--- src/rtl/zero_run_expander_pkg.sv ---
// Shared definitions for the zero-run expander: default element width and
// the 2-bit FSM state encoding used by the top level.
package zero_run_expander_pkg;

    localparam int ZRE_DATA_WIDTH = 16;

    typedef enum logic [1:0] {
        ZRE_IDLE  = 2'd0,
        ZRE_ZEROS = 2'd1,
        ZRE_VALUE = 2'd2,
        ZRE_FILL  = 2'd3
    } zre_state_t;

    // States whose emitted element is an inserted zero
    function automatic logic zre_is_zero_state(input zre_state_t s);
        return (s == ZRE_ZEROS) || (s == ZRE_FILL);
    endfunction

endpackage

--- src/rtl/zre_stats_counter.sv ---
// Saturating 32-bit event counter with a synchronous clear that wins over
// increment. Used for the optional statistics outputs of zero_run_expander.
module zre_stats_counter (
    input  logic        clk,
    input  logic        rst_n,
    input  logic        clr,
    input  logic        inc,
    output logic [31:0] count
);

    // Count events, stick at all-ones, clear on request
    always_ff @(posedge clk or negedge rst_n) begin
        if (!rst_n) begin
            count <= '0;
        end else if (clr) begin
            count <= '0;
        end else if (inc && (count != 32'hFFFF_FFFF)) begin
            count <= count + 32'd1;
        end
    end

endmodule

--- src/rtl/zero_run_expander.sv ---
// zero_run_expander: expands sparse (run, value, last) tokens into a dense,
// tile-framed element stream by re-inserting the skipped zeros.
// Optional feature macro: ZRE_STATS_EN adds stats_clr, stat_zeros and
// stat_values (saturating beat counters for inserted zeros and values).
module zero_run_expander
    import zero_run_expander_pkg::*;
#(
    parameter int DATA_WIDTH = ZRE_DATA_WIDTH,
    parameter int RUN_WIDTH  = 8,
    parameter int TILE_LEN   = 64
) (
    input  logic                  clk,
    input  logic                  rst_n,
    input  logic [DATA_WIDTH-1:0] data_in,
    input  logic [RUN_WIDTH-1:0]  run_in,
    input  logic                  last_in,
    input  logic                  valid_in,
    output logic                  ready_in,
    output logic [DATA_WIDTH-1:0] data_out,
    output logic                  valid_out,
    input  logic                  ready_out,
    output logic                  last_out,
    output logic                  zero_flag,
    output logic                  err_overflow
`ifdef ZRE_STATS_EN
    ,
    input  logic                  stats_clr,
    output logic [31:0]           stat_zeros,
    output logic [31:0]           stat_values
`endif
);

    localparam int                   POS_W    = $clog2(TILE_LEN);
    localparam logic [POS_W-1:0]     POS_LAST = POS_W'(TILE_LEN - 1);
    localparam logic [POS_W-1:0]     POS_ONE  = POS_W'(1);
    localparam logic [RUN_WIDTH-1:0] RUN_ONE  = RUN_WIDTH'(1);

    zre_state_t            state_reg, state_next;
    logic [POS_W-1:0]      pos_reg, pos_next;
    logic [DATA_WIDTH-1:0] val_reg, val_next;
    logic [RUN_WIDTH-1:0]  run_reg, run_next;
    logic                  last_reg, last_next;
    logic                  err_reg, err_next;

    logic                  beat;
    logic                  pos_at_end;
    logic [POS_W-1:0]      pos_inc;

    // Every non-idle state presents an element, so a beat is just ready_out there
    assign beat       = (state_reg != ZRE_IDLE) && ready_out;
    assign pos_at_end = (pos_reg == POS_LAST);
    assign pos_inc    = pos_at_end ? '0 : (pos_reg + POS_ONE);

    // Outputs decode registered state only; no input-to-output paths
    assign ready_in     = (state_reg == ZRE_IDLE);
    assign valid_out    = (state_reg != ZRE_IDLE);
    assign data_out     = (state_reg == ZRE_VALUE) ? val_reg : '0;
    assign zero_flag    = zre_is_zero_state(state_reg);
    assign last_out     = valid_out && pos_at_end;
    assign err_overflow = err_reg;

    // State, position and token registers
    always_ff @(posedge clk or negedge rst_n) begin
        if (!rst_n) begin
            state_reg <= ZRE_IDLE;
            pos_reg   <= '0;
            val_reg   <= '0;
            run_reg   <= '0;
            last_reg  <= 1'b0;
            err_reg   <= 1'b0;
        end else begin
            state_reg <= state_next;
            pos_reg   <= pos_next;
            val_reg   <= val_next;
            run_reg   <= run_next;
            last_reg  <= last_next;
            err_reg   <= err_next;
        end
    end

    // Next-state logic: token accept, zero run, value, end-of-tile fill
    always_comb begin
        state_next = state_reg;
        pos_next   = pos_reg;
        val_next   = val_reg;
        run_next   = run_reg;
        last_next  = last_reg;
        err_next   = err_reg;

        case (state_reg)
            ZRE_IDLE: begin
                if (valid_in) begin
                    val_next   = data_in;
                    run_next   = run_in;
                    last_next  = last_in;
                    state_next = (run_in != '0) ? ZRE_ZEROS : ZRE_VALUE;
                end
            end
            ZRE_ZEROS: begin
                if (beat) begin
                    pos_next = pos_inc;
                    if (pos_at_end && (run_reg > RUN_ONE)) begin
                        // Run does not fit in the tile: close the tile and drop the token
                        err_next   = 1'b1;
                        run_next   = '0;
                        val_next   = '0;
                        state_next = ZRE_IDLE;
                    end else begin
                        run_next = run_reg - RUN_ONE;
                        if (run_reg == RUN_ONE) begin
                            state_next = ZRE_VALUE;
                        end
                    end
                end
            end
            ZRE_VALUE: begin
                if (beat) begin
                    pos_next   = pos_inc;
                    state_next = (last_reg && !pos_at_end) ? ZRE_FILL : ZRE_IDLE;
                end
            end
            ZRE_FILL: begin
                if (beat) begin
                    pos_next = pos_inc;
                    if (pos_at_end) begin
                        state_next = ZRE_IDLE;
                    end
                end
            end
            default: begin
                state_next = ZRE_IDLE;
            end
        endcase
    end

`ifdef ZRE_STATS_EN
    // Index 0 counts inserted-zero beats, index 1 counts value beats
    logic [1:0]  stat_inc;
    logic [31:0] stat_cnt [2];

    assign stat_inc[0] = beat && zre_is_zero_state(state_reg);
    assign stat_inc[1] = beat && (state_reg == ZRE_VALUE);

    genvar gi;
    generate
        for (gi = 0; gi < 2; gi++) begin : g_stat
            zre_stats_counter u_cnt (
                .clk   (clk),
                .rst_n (rst_n),
                .clr   (stats_clr),
                .inc   (stat_inc[gi]),
                .count (stat_cnt[gi])
            );
        end
    endgenerate

    assign stat_zeros  = stat_cnt[0];
    assign stat_values = stat_cnt[1];
`endif

endmodule

--- config.mk ---
export PLATFORM = sky130hd
export DESIGN_NAME = zero_run_expander
export DESIGN_NICKNAME = d
export VERILOG_FILES = /design/src/rtl/zero_run_expander_pkg.sv /design/src/rtl/zre_stats_counter.sv /design/src/rtl/zero_run_expander.sv
export SDC_FILE = /design/constraint.sdc
export NUM_CORES = 1
export LEC_CHECK = 0
export ABC_AREA = 1
export CORE_ASPECT_RATIO = 0.75
export CORE_UTILIZATION = 25
export DETAILED_ROUTE_END_ITERATION = 6
export HOLD_SLACK_MARGIN = 0.02
export SKIP_LAST_GASP = 1
export SLEW_MARGIN = 20
export SYNTH_ARGS = -nofsm -noshare
export SYNTH_HDL_FRONTEND = slang
export SYNTH_SLANG_ARGS = --single-unit
export TNS_END_PERCENT = 50
--- constraint.sdc ---
create_clock -name clk -period 3.15 [get_ports clk]
set_input_delay 0.315 -clock clk [delete_from_list [all_inputs] [get_ports clk]]
set_output_delay 0.315 -clock clk [all_outputs]
set_load 0.005 [all_outputs]
==> results.yml <==
timing:
  fmax_ghz: 0.438
  whs_ns: 0.473
  timing_hold_violations_final: 0
  relSlewSlack: 0.668
  rsz0062_at_grt: "false"
  setup_viol: 0
  setup_tns_ns: 0
  slew_violations: 0
  fin_crit_sh: 0.725
  setup_slack_ns: 0.866
  clock_skew_ns: 0.00468
  period_needed_ns: 2.28
  worst_pin_slew_ns: 0.498
flow_run:
  drv_cap: 0
critical_path:
  crit_required_ns: 2.83
  cp-start-kind: "register"
  crit_type: "reg2out"
  cp-end-kind: "primary output"
  cp.arrival_ns: 1.97
  crit_fanout: 16
pwr:
  p_leak_nw: 1.35
  p_total_mw: 2.15
  peakVddDrop_v: 0.000262
  powerDensity_mw_per_mm2: 785
synth:
  yosys-top-cells-area: "dfrtp_1 41%, nand2_1 14%, inv_1 8.4%, nor2_1 7.5%, nand2_2 3.9%"
  ys_async_sr_fraction: 1.00
  ys_types: 29
  synth.top_cell.area_share: 0.413
  netlist_instances: 284
  synth_seq_cells: 34
  ys.flop_type: "dfrtp_1"
  synth_edf_count: 0
  ys.warnings.count: 0
  synth_area_leader_cell: "dfrtp_1"
  synth-seq-area-share: 0.413
  netlist_area_sq_mm: 0.00206
  synth_area_per_cell_sq_um: 7.26
  syn-num-nets: 316
placed_design:
  placed_cells: 434
  place.port_buffers: 49
  gp_congestion: 0.803
  dp_hpwl_um: 3540
  pre_cts_slack_ns: 1.18
  placed_cell_area_sq_mm: 0.00265
grt:
  grt_max_degree: 22
  grt_usage: 0.124
  grt_pass1_vias: 1817
  antenna_found_initial: 0
  grt_pass1_wl_um: 8240
  grt.overflow.total: 0
floorplanning:
  fp-row-count: 28
  ioPinCount: 50
  die_w_um: 107
  die-area_sq_mm: 0.00862
  die_h_um: 80.7
  core_area_sq_mm: 0.00795
  initial_core_util: 0.259
finish:
  final_layout_size_suffix_gt1_frac: 0.127
  nNetsFinal: 369
  final_core_util: 0.345
  largest_reg_flops: 16
  syn_to_final_growth_pct: 33.2
  diodes: 0
  final_area_sq_mm: 0.00275
  fin_cells: 443
route:
  wl_um: 4740
  dr.pass1.iters: 4
  vias_per_cell: 4.13
  drt_iter0_drc: 101
  antenna_left: 0
  vias: 1830
  drc_errors: 0
  post_drt_wl_per_cell_um: 10.7
clock_tree:
  postCtsSetupRepairBufs: 0
  cts_sinks: 34
  cts.reportedPaths.clkPinSlew_ns: 0.07
  insertion_delay_ns: 0.29
  cts_buffers: 5
  root_buffer: "clkbuf_8"
  cts_tree: "yes"
  cts_max_path_buffers: 2
  htree_levels: 2
  ctsResizeCount: 0
  hold_buffers: 0
status:
  status: "completed"
min_path:
  hold_class: "reg2reg"
## Yosys cell counts (2+ instances only)
| cell type | instances |
|---|---|
| nor2_4 | 3 |
| dfrtp_1 | 34 |
| nor2_2 | 2 |
| nand2_1 | 76 |
| a21oi_1 | 12 |
| nand4_1 | 2 |
| nand2_4 | 4 |
| nand2_2 | 13 |
| o21ai_0 | 7 |
| inv_1 | 46 |
| nand3_1 | 16 |
| xor2_1 | 3 |
| nor2_1 | 41 |
| buf_2 | 2 |
| o21bai_1 | 2 |
| ha_1 | 3 |
| inv_2 | 6 |
## placed cells by master, fill, tap and decap left out, drive strengths merged, types with 2 or more instances in the layout
master	n
dfrtp	34
xor2	3
ha	3
nand3	18
nand4	2
clkdlybuf4s50	48
clkbuf	6
buf	3
nor2	47
a21oi	12
o21ai	8
o21bai	2
inv	52
nand2	93
## critical path, cell delays in order (launching register included)
cell and delay [ns]:
dfrtp_1 0.47, inv_1 0.09, nor2_1 0.16, inv_1 0.25, nor2_1 0.19, clkdlybuf4s50_1 0.52
## final timing paths
path | cells after the start | start | slack (ns) | end
max | 5 | state_reg[1] | 0.87 | data_out[5]
min | 2 | val_reg[14] | 0.47 | val_reg[14]
max reg2reg | 7 | state_reg[0] | 1.39 | val_reg[0]
min reg2reg | 2 | val_reg[14] | 0.47 | val_reg[14]
max in group asynchronous | 3 | rst_n | 2.10 | val_reg[2]
min in group asynchronous | 2 | rst_n | 0.53 | run_reg[7]
## final cells by class
type                    instances  area [sq um]
multi-input cells             192           963
fillers                       860          5210
repair buffers                 52           510
well taps                     105           131
inverters                      52           195
clock inverters                 2          12.5
clock buffers                   6          82.6
flip-flops and latches         34           851
## routing by layer
metal,wire length [um],GRT usage,share of wire
met4,58,0.0438,0.012
met1,2400,0.162,0.51
met3,306,0.0341,0.065
met5,0,0,0
met2,1980,0.198,0.42
## where the power goes
part	total (mW)	switching, mW	internal (mW)
combinational	1.01	0.590	0.416
sequential	0.807	0.172	0.635
clock	0.342	0.166	0.176
total	2.15	0.928	1.23
## kinds of logic (layout without fill, tap and decap cells)
family	count (synthesis)	in the layout	share of synthesized area
AO/OA/AOI/OAI	23	23	0.0589
adder cells (fa/ha/maj)	3	3	0.0182
multiplexers	1	1	0.00546
XOR/XNOR	4	4	0.0170
buffers and inverters	58	112	0.120
AND/OR/NAND/NOR	161	161	0.368
flip-flops	34	34	0.413
(Power assumes the default switching activity.)
